===== src/rtl/mem_arbiter_if.sv =====
// Refill/writeback bus between the icache, dcache, memory and mem_arbiter.
// master = arbiter view, slave = cache/memory environment view.
interface mem_arbiter_if #(parameter int DATA_W = 128);
   logic              i_ren;
   logic [31:0]       i_raddr;
   logic              i_rrdy;
   logic              i_rvalid;

   logic              d_ren;
   logic [31:0]       d_raddr;
   logic              d_rrdy;
   logic              d_rvalid;

   logic [DATA_W-1:0] rdata;

   logic [3:0]        d_wen;
   logic [31:0]       d_waddr;
   logic [DATA_W-1:0] d_wdata;
   logic              d_wrdy;

   logic              mem_req;
   logic              mem_we;
   logic [31:0]       mem_addr;
   logic [DATA_W-1:0] mem_wdata;
   logic              mem_gnt;
   logic              mem_rvalid;
   logic [DATA_W-1:0] mem_rdata;
   logic              mem_bvalid;

   modport master (
      input  i_ren, i_raddr, d_ren, d_raddr, d_wen, d_waddr, d_wdata,
      input  mem_gnt, mem_rvalid, mem_rdata, mem_bvalid,
      output i_rrdy, i_rvalid, d_rrdy, d_rvalid, rdata, d_wrdy,
      output mem_req, mem_we, mem_addr, mem_wdata
   );

   modport slave (
      output i_ren, i_raddr, d_ren, d_raddr, d_wen, d_waddr, d_wdata,
      output mem_gnt, mem_rvalid, mem_rdata, mem_bvalid,
      input  i_rrdy, i_rvalid, d_rrdy, d_rvalid, rdata, d_wrdy,
      input  mem_req, mem_we, mem_addr, mem_wdata
   );
endinterface


===== src/rtl/mem_arbiter.sv =====
// Single-outstanding memory arbiter for icache/dcache refills and dcache writebacks.
// Define MEM_ARB_RR_EN for round-robin read arbitration; default is dcache-over-icache priority.
//
// state    | meaning
// IDLE     | no transaction; pick pending write, else a pending read
// RD_ISSUE | read request presented, waiting for mem_gnt
// RD_WAIT  | read accepted, waiting for mem_rvalid
// WR_ISSUE | write request presented, waiting for mem_gnt
// WR_WAIT  | write accepted, waiting for mem_bvalid
module mem_arbiter #(
   parameter int DATA_W = 128
) (
   input  logic          clk,
   input  logic          rst,
   mem_arbiter_if.master bus
);

   typedef enum logic [2:0] {
      IDLE,
      RD_ISSUE,
      RD_WAIT,
      WR_ISSUE,
      WR_WAIT
   } state_t;

   state_t            state;
   state_t            state_nxt;

   logic              i_pend;
   logic              d_pend;
   logic              w_pend;
   logic [31:0]       i_line;
   logic [31:0]       d_line;
   logic [31:0]       w_line;
   logic [DATA_W-1:0] w_data;

   logic              gnt_d;
   logic              i_rvalid_q;
   logic              d_rvalid_q;
   logic [DATA_W-1:0] rdata_q;
   logic              mem_we_q;
   logic [31:0]       mem_addr_q;
   logic [DATA_W-1:0] mem_wdata_q;

   logic              mem_req;
   logic              pick_w;
   logic              pick_i;
   logic              pick_d;
   logic              read_sel_d;
   logic              rd_done;
   logic              wr_done;

`ifdef MEM_ARB_RR_EN
   logic              rr_prefer_d;

   assign read_sel_d = d_pend && (!i_pend || rr_prefer_d);

   // Pointer points at the port not granted most recently.
   always_ff @(posedge clk) begin
      if (rst)
         rr_prefer_d <= 1'b1;
      else if (pick_i || pick_d)
         rr_prefer_d <= pick_i;
   end
`else
   assign read_sel_d = d_pend;
`endif

   assign rd_done = (state == RD_WAIT) && bus.mem_rvalid;
   assign wr_done = (state == WR_WAIT) && bus.mem_bvalid;

   always_ff @(posedge clk) begin
      if (rst)
         state <= IDLE;
      else
         state <= state_nxt;
   end

   always_comb begin
      state_nxt = state;
      mem_req   = 1'b0;
      pick_w    = 1'b0;
      pick_i    = 1'b0;
      pick_d    = 1'b0;
      case (state)
         IDLE: begin
            if (w_pend) begin
               pick_w    = 1'b1;
               state_nxt = WR_ISSUE;
            end else if (i_pend || d_pend) begin
               pick_d    = read_sel_d;
               pick_i    = !read_sel_d;
               state_nxt = RD_ISSUE;
            end
         end
         RD_ISSUE: begin
            mem_req = 1'b1;
            if (bus.mem_gnt)
               state_nxt = RD_WAIT;
         end
         RD_WAIT: begin
            if (bus.mem_rvalid)
               state_nxt = IDLE;
         end
         WR_ISSUE: begin
            mem_req = 1'b1;
            if (bus.mem_gnt)
               state_nxt = WR_WAIT;
         end
         WR_WAIT: begin
            if (bus.mem_bvalid)
               state_nxt = IDLE;
         end
         default: state_nxt = IDLE;
      endcase
   end

   always_ff @(posedge clk) begin
      if (rst) begin
         i_pend      <= 1'b0;
         d_pend      <= 1'b0;
         w_pend      <= 1'b0;
         i_line      <= '0;
         d_line      <= '0;
         w_line      <= '0;
         w_data      <= '0;
         gnt_d       <= 1'b0;
         i_rvalid_q  <= 1'b0;
         d_rvalid_q  <= 1'b0;
         rdata_q     <= '0;
         mem_we_q    <= 1'b0;
         mem_addr_q  <= '0;
         mem_wdata_q <= '0;
      end else begin
         i_rvalid_q <= rd_done && !gnt_d;
         d_rvalid_q <= rd_done && gnt_d;
         if (rd_done)
            rdata_q <= bus.mem_rdata;

         // A full slot only clears on completion, so requests seen while full are dropped.
         if (i_pend) begin
            if (rd_done && !gnt_d)
               i_pend <= 1'b0;
         end else if (bus.i_ren) begin
            i_pend <= 1'b1;
            i_line <= {bus.i_raddr[31:4], 4'h0};
         end

         if (d_pend) begin
            if (rd_done && gnt_d)
               d_pend <= 1'b0;
         end else if (bus.d_ren) begin
            d_pend <= 1'b1;
            d_line <= {bus.d_raddr[31:4], 4'h0};
         end

         if (w_pend) begin
            if (wr_done)
               w_pend <= 1'b0;
         end else if (|bus.d_wen) begin
            w_pend <= 1'b1;
            w_line <= {bus.d_waddr[31:4], 4'h0};
            w_data <= bus.d_wdata;
         end

         if (pick_w) begin
            mem_we_q    <= 1'b1;
            mem_addr_q  <= w_line;
            mem_wdata_q <= w_data;
         end else if (pick_i || pick_d) begin
            mem_we_q   <= 1'b0;
            mem_addr_q <= pick_d ? d_line : i_line;
            gnt_d      <= pick_d;
         end
      end
   end

   assign bus.i_rrdy    = !i_pend;
   assign bus.d_rrdy    = !d_pend;
   assign bus.d_wrdy    = !w_pend;
   assign bus.i_rvalid  = i_rvalid_q;
   assign bus.d_rvalid  = d_rvalid_q;
   assign bus.rdata     = rdata_q;
   assign bus.mem_req   = mem_req;
   assign bus.mem_we    = mem_we_q;
   assign bus.mem_addr  = mem_addr_q;
   assign bus.mem_wdata = mem_wdata_q;

endmodule

===== src/flat_wrapper.sv =====
// flat-port wrapper written by rule: the top's interface ports become plain ports
module mem_arbiter_flat 
#(
   parameter int DATA_W = 128
)
  (clk, rst, bus_i_ren, bus_i_raddr, bus_d_ren, bus_d_raddr, bus_d_wen, bus_d_waddr, bus_d_wdata, bus_mem_gnt, bus_mem_rvalid, bus_mem_rdata, bus_mem_bvalid, bus_i_rrdy, bus_i_rvalid, bus_d_rrdy, bus_d_rvalid, bus_rdata, bus_d_wrdy, bus_mem_req, bus_mem_we, bus_mem_addr, bus_mem_wdata);
  mem_arbiter_if #(.DATA_W(DATA_W)) bus_i ();
  input  logic clk;
  input  logic rst;
  input wire logic [$bits(bus_i.i_ren)-1:0] bus_i_ren;
  input wire logic [$bits(bus_i.i_raddr)-1:0] bus_i_raddr;
  input wire logic [$bits(bus_i.d_ren)-1:0] bus_d_ren;
  input wire logic [$bits(bus_i.d_raddr)-1:0] bus_d_raddr;
  input wire logic [$bits(bus_i.d_wen)-1:0] bus_d_wen;
  input wire logic [$bits(bus_i.d_waddr)-1:0] bus_d_waddr;
  input wire logic [$bits(bus_i.d_wdata)-1:0] bus_d_wdata;
  input wire logic [$bits(bus_i.mem_gnt)-1:0] bus_mem_gnt;
  input wire logic [$bits(bus_i.mem_rvalid)-1:0] bus_mem_rvalid;
  input wire logic [$bits(bus_i.mem_rdata)-1:0] bus_mem_rdata;
  input wire logic [$bits(bus_i.mem_bvalid)-1:0] bus_mem_bvalid;
  output wire logic [$bits(bus_i.i_rrdy)-1:0] bus_i_rrdy;
  output wire logic [$bits(bus_i.i_rvalid)-1:0] bus_i_rvalid;
  output wire logic [$bits(bus_i.d_rrdy)-1:0] bus_d_rrdy;
  output wire logic [$bits(bus_i.d_rvalid)-1:0] bus_d_rvalid;
  output wire logic [$bits(bus_i.rdata)-1:0] bus_rdata;
  output wire logic [$bits(bus_i.d_wrdy)-1:0] bus_d_wrdy;
  output wire logic [$bits(bus_i.mem_req)-1:0] bus_mem_req;
  output wire logic [$bits(bus_i.mem_we)-1:0] bus_mem_we;
  output wire logic [$bits(bus_i.mem_addr)-1:0] bus_mem_addr;
  output wire logic [$bits(bus_i.mem_wdata)-1:0] bus_mem_wdata;
  assign bus_i.i_ren = bus_i_ren;
  assign bus_i.i_raddr = bus_i_raddr;
  assign bus_i.d_ren = bus_d_ren;
  assign bus_i.d_raddr = bus_d_raddr;
  assign bus_i.d_wen = bus_d_wen;
  assign bus_i.d_waddr = bus_d_waddr;
  assign bus_i.d_wdata = bus_d_wdata;
  assign bus_i.mem_gnt = bus_mem_gnt;
  assign bus_i.mem_rvalid = bus_mem_rvalid;
  assign bus_i.mem_rdata = bus_mem_rdata;
  assign bus_i.mem_bvalid = bus_mem_bvalid;
  assign bus_i_rrdy = bus_i.i_rrdy;
  assign bus_i_rvalid = bus_i.i_rvalid;
  assign bus_d_rrdy = bus_i.d_rrdy;
  assign bus_d_rvalid = bus_i.d_rvalid;
  assign bus_rdata = bus_i.rdata;
  assign bus_d_wrdy = bus_i.d_wrdy;
  assign bus_mem_req = bus_i.mem_req;
  assign bus_mem_we = bus_i.mem_we;
  assign bus_mem_addr = bus_i.mem_addr;
  assign bus_mem_wdata = bus_i.mem_wdata;
  mem_arbiter #(.DATA_W(DATA_W)) u_core (.clk(clk), .rst(rst), .bus(bus_i));
endmodule

===== config.mk =====
export PLATFORM = sky130hd
export DESIGN_NAME = mem_arbiter_flat
export DESIGN_NICKNAME = d
export VERILOG_FILES = /design/src/rtl/mem_arbiter_if.sv /design/src/rtl/mem_arbiter.sv /design/src/flat_wrapper.sv
export SDC_FILE = /design/constraint.sdc
export NUM_CORES = 1
export LEC_CHECK = 0
export CAP_MARGIN = 20
export CORE_AREA = 2 2 258 260
export CTS_CLUSTER_SIZE = 40
export DETAILED_ROUTE_END_ITERATION = 8
export DIE_AREA = 0 0 260 262
export MAX_ROUTING_LAYER = met4
export PLACE_DENSITY = 0.61
export SLEW_MARGIN = 0
export SYNTH_ARGS = -nofsm -noshare
export SYNTH_HDL_FRONTEND = slang
export SYNTH_SLANG_ARGS = --single-unit

===== constraint.sdc =====
create_clock -name clk -period 2.5 [get_ports clk]
set_clock_uncertainty 0.2 [all_clocks]
set_input_delay 0.5 -clock clk [delete_from_list [all_inputs] [get_ports clk]]
set_output_delay 0.5 -clock clk [all_outputs]
set_load 0.005 [all_outputs]

### Word-level counts from Yosys, hierarchy flattened

Cells that the tools add are included.

| storage, ports and cells | value |
|---|---|
| flip-flop bits (word level) | 510 |
| input port bits | 363 |
| output and inout port bits | 295 |

| operators by class | value |
|---|---|
| equal/unequal tests | 9 |
| muxes and demuxes | 30 |
| bitwise gates (word level) | 4 |
| reduce and logical (&&, ||, !) cells | 19 |

Operators by type and width:

| kind | number |
|---|---|
| 2-to-1 mux 32 bit | 3 |
| 2-to-1 mux 1 bit | 20 |
| 2-to-1 mux 3 bit | 6 |
| one-hot mux 3 bit (5 select lines) | 1 |
| inequality test 2 bit (second input constant) | 4 |
| AND reduction 2 bit | 4 |
| == test 3 x 2 -> 1 bit (second input constant) | 2 |
| AND reduction 5 bit | 1 |
| logical AND 1 bit | 4 |
| zero test 1 bit | 4 |
| NOT 1 bit | 4 |
| OR reduction 4 bit | 1 |
| == test 3 x 1 -> 1 bit (second input constant) | 1 |
| == test 3 bit (second input constant) | 1 |
| zero test 3 bit | 1 |
| inequality test 3 x 1 -> 1 bit (second input constant) | 1 |
| logical OR 1 bit | 2 |
| nonzero test 2 bit | 1 |
| OR reduction 2 bit | 1 |

### Longest topological paths before layout

| depth | value |
|---|---|
| depth in word-level cells | 7 |
| depth in mapped cells | 7 |
| mapped depth without buffers | 4 |

### Worst setup path after synthesis

No wires, ideal clock.

| path | value |
|---|---|
| path kind | input-to-reg |
| start | input port bus_d_wen[1] |
| end | register u_core.w_data[100] |
| setup time | 70 ps |
| data arrival time | 1605 ps |
| path slack | 625 ps |
| stages | 7 |
| cells stage by stage | nor4_1 -> or2_2 -> clkbuf_1 -> buf_2 -> buf_2 -> nand2_1 -> a21oi_1 |

| between the ends | value |
|---|---|
| longest elaborated chain between the ends | 2 |

Ends and longest elaborated chain:

| element | line | text |
|---|---|---|
| start, declared | flat_wrapper.sv:14 | `input wire logic [$bits(bus_i.d_wen)-1:0] bus_d_wen;` |
| OR reduction 4 bit | mem_arbiter.sv:160 | `end else if (\|bus.d_wen) begin` |
| AND reduction 2 bit (no line) | -- |  |
| end signal, assigned | mem_arbiter.sv:163 | `w_data <= bus.d_wdata;` |
| end, declared | mem_arbiter.sv:35 | `logic [DATA_W-1:0] w_data;` |

No other way between the ends.
A chain may end at the register's enable or synchronous reset.

### Final worst setup path

| path | value |
|---|---|
| start | register u_core.i_pend |
| end | output port bus_i_rrdy |

| between the ends | value |
|---|---|
| longest elaborated chain between the ends | 1 |

Ends and longest elaborated chain:

| element | line | text |
|---|---|---|
| start, declared | mem_arbiter.sv:29 | `logic i_pend;` |
| start signal, assigned | mem_arbiter.sv:120 | `i_pend <= 1'b0;` |
| start signal, assigned | mem_arbiter.sv:143 | `i_pend <= 1'b0;` |
| start signal, assigned | mem_arbiter.sv:145 | `i_pend <= 1'b1;` |
| zero test 1 bit | mem_arbiter.sv:178 | `assign bus.i_rrdy = !i_pend;` |
| end, declared | flat_wrapper.sv:21 | `output wire logic [$bits(bus_i.i_rrdy)-1:0] bus_i_rrdy;` |

No other way between the ends.

==> metrics.yaml <==
critical_path:
  critPathMaxFanout: 10
  arrival_ns: 1.61
  crit_type: "reg -> out"
  crit_chain: "inv_1 -> clkdlybuf4s50_1"
  crit_required_ns: 1.80
  end_kind: "output pin"
  r2r_start: "u_core.state[2]$_SDFFE_PP0P_"
  reg2reg_depth: 5
  rr_endpoint: "u_core.bus.mem_wdata[31]$_SDFFE_PP0P_"
  r2r_slack_ns: 0.46
  cp_slowest_cell: "clkdlybuf4s50_1"
  slowest_delay_ns: 0.46
  startpoint_type: "register"
sta:
  fin_tns_setup_ns: 0
  slew-limit-headroom: 0.5495
  period_needed_ns: 2.309
  hold_violations: 0
  rsz0062_at_grt: "no"
  max_slew.worst_pin.slew_ns: 0.6758
  min_period_over_period: 0.9238
  max_freq_mhz: 433.0
  finalSetupViolCount: 0
  slew_viol_final: 0
detailed_routing:
  drt_first_pass_iters: 9
  via_count: 17087
  antenna_left: 0
  drc: 0
  avgViaCountPerCell: 4.506
  drt-initial-drc-count: 1256
  drt-total-wl_um: 64430
  wire_per_inst_um: 16.99
layout:
  nFillCells: 6615
  design_area_mm2: 0.02746
  area_growth_pct: 53.91
  finalNetCount: 3242
  drive_gt1_frac: 0.06259
global_route:
  top_usage_layer: "met2"
  grt_pass1_wl_um: 94450
  use_met3: 0.04697
  grt_max_degree: 86
  grt_pass1_vias: 15793
  use_met1: 0.2311
  gr-total-overflow: 0
  antenna_found_initial: 4
  grt_usage: 0.1825
  met2_usage: 0.2865
placement:
  place_congestion: 0.8203
  dp_hpwl_um: 45500
  portBuffers: 641
  placed_area_mm2: 0.02542
synth:
  ys_seq_area_frac: 0.5677
  syn_avg_cell_area_um2: 7.792
  yosysWarnings: 0
  synthCells: 2290
  synth-seq-cells: 506
  syn_area_mm2: 0.01784
  yosys.cell_types.count: 32
die:
  start_util: 0.2734
  rows: 94
  dieArea_mm2: 0.06812
  die_y_um: 262
  ios: 658
  die_w_um: 260
  core_mm2: 0.06528
clocking:
  cts_hold_buf: 0
  clock_path_buffers: 3
  clkLatencyLatePin_ns: 0.59
  cts-root-buf: "clkbuf_16"
  htreeDepth: 2
  post_cts_buffers: 0
  cts_buffers: 55
  cts_tree: "done"
  clock_sinks: 506
  clk_pin_slew_ns: 0.06
power:
  total_power_mw: 23.31
  ir_drop_uv: 540.7
  p_leak_nw: 9.862
  power.density_mw_per_mm2: 848.7
run_status:
  outcome: "finished clean"
min_path:
  hold_end: "u_core.bus.mem_wdata[50]$_SDFFE_PP0P_"
  hold_depth: 2
  worstHoldStart: "rst"
  worst_hold_path_type: "in -> reg"
flow_run:
  cap_violations: 0
==> Yosys cell counts, drive strengths merged <==
master,instances,share of area
or3,1,0.00063
nor3b,2,0.00084
o211a,1,0.00056
a22oi,1,0.00042
nor3,3,0.00084
and3,1,0.00035
a21o,1,0.00042
a222oi,28,0.016
nor2b,3,0.0011
nor4b,1,0.00049
a211oi,1,0.00042
nor4,2,0.00070
a2111oi,1,0.00049
dfxtp,506,0.57
buf,64,0.021
o31ai,1,0.00042
o21ai,30,0.0084
nor2,35,0.0075
inv,6,0.0013
a21oi,472,0.13
nand2,1001,0.21
a31oi,2,0.00070
clkbuf,121,0.025
or2,1,0.00035
conb,1,0.00021
nand3,2,0.00056
a311oi,1,0.00049
a2bb2oi,1,0.00049
==> worst max-delay path: cells and delay by family, from the launching register on <==
| family | cells | cell delay [ns] |
|---|---|---|
| buffers and inverters | 2 | 0.57 |
| DFF | 1 | 0.44 |
==> flip-flops by register name (all words and copies together) (netlist names), 3 cells and up <==
name	flops
u_core.bus.mem_addr	28
u_core.bus.mem_wdata	128
u_core.bus.rdata	128
u_core.d_line	28
u_core.i_line	28
u_core.state	3
u_core.w_data	128
u_core.w_line	28
==> metal layers <==
metal / part of all wire / wire length (um) / vias to the layer above
li1: - / - / 8614
met1: 0.43 / 27620 / 7863
met2: 0.47 / 30590 / 521
met3: 0.072 / 4655 / 89
met4: 0.024 / 1564 / 0
met5: 0 / 0 / -
==> layout make-up <==
class / count / area, um2 / area share
Inverter: 6 / 22.52 / 0.0008200
Clock buffer: 71 / 1538 / 0.05599
Sequential cell: 506 / 10130 / 0.3690
Multi-Input combinational cell: 1596 / 6935 / 0.2525
Tap cell: 864 / 1081 / 0.03936
Timing Repair Buffer: 714 / 7254 / 0.2641
Antenna cell: 4 / 10.01 / 0.0003645
Clock inverter: 31 / 489.2 / 0.01781
==> through the flow <==
step | instances | hold WS (ns) | utilization | worst slack (ns)
2_1_floorplan | 2293 | 0.2321 | - | 0.6245
3_3_place_gp | 3686 | 0.2376 | 0.3895 | -0.1504
3_5_place_dp | 3686 | 0.2410 | 0.3895 | -0.1996
4_1_cts | 3788 | 0.02413 | 0.4206 | 0.0003415
5_1_grt | 3792 | 0.05183 | 0.4207 | 0.1105
6_report | 3792 | 0.05758 | 0.4207 | 0.1906
==> logic make-up (layout without fill, tap and decap cells) <==
kind of cell,count (synthesis),count (layout),synth area share
AO/OA/AOI/OAI,540,540,0.1609
flip-flops,506,506,0.5677
other,1,8,0.0002101
AND/OR/NAND/NOR,1052,1052,0.2239
buffers and inverters,191,822,0.04733
==> what timing repair did <==
item                       in CTS  in global routing
resized for setup               4                  1
pin swaps                       0                  0
setup endpoints to repair       2                  1
gates cloned                    0                  0
==> how the worst max path moves through the flow <==
stage	end	cells past startpoint	slack, ns	startpoint
after floorplan	u_core.w_data[100]$_SDFFE_PP0P_	7	0.62	bus_d_wen[1]
after global placement	u_core.w_data[44]$_SDFFE_PP0P_	7	-0.15	bus_d_wen[1]
after detailed placement	u_core.w_data[41]$_SDFFE_PP0P_	7	-0.20	bus_d_wen[0]
after CTS	bus_i_rrdy	2	0.0003	u_core.i_pend$_SDFF_PP0_
after global routing	bus_i_rrdy	2	0.11	u_core.i_pend$_SDFF_PP0_
final	bus_i_rrdy	2	0.19	u_core.i_pend$_SDFF_PP0_
==> cells in the final DEF, fill, tap and decap left out, drive strengths merged, types with 2 or more instances in the layout <==
cell type      instances
nor4                   2
o21ai                 30
nand3                  2
clkinvlp               3
nand2               1001
nor3b                  2
conb                   4
nor2b                  3
clkbuf                71
a31oi                  2
nor3                   3
dfxtp                506
inv                    9
bufinv                12
a222oi                28
buf                   74
dlygate4sd2            2
diode                  4
a21oi                472
clkinv                13
clkdlybuf4s50        638
nor2                  35
==> power by group <==
group	leakage [nW]	switching (mW)	total, mW	internal (mW)
logic	4.74	2.78	5.01	2.23
registers	4.13	0.402	9.20	8.80
clock network	0.994	3.51	9.10	5.59
total	9.86	6.69	23.3	16.6
(Power assumes the default switching activity.)
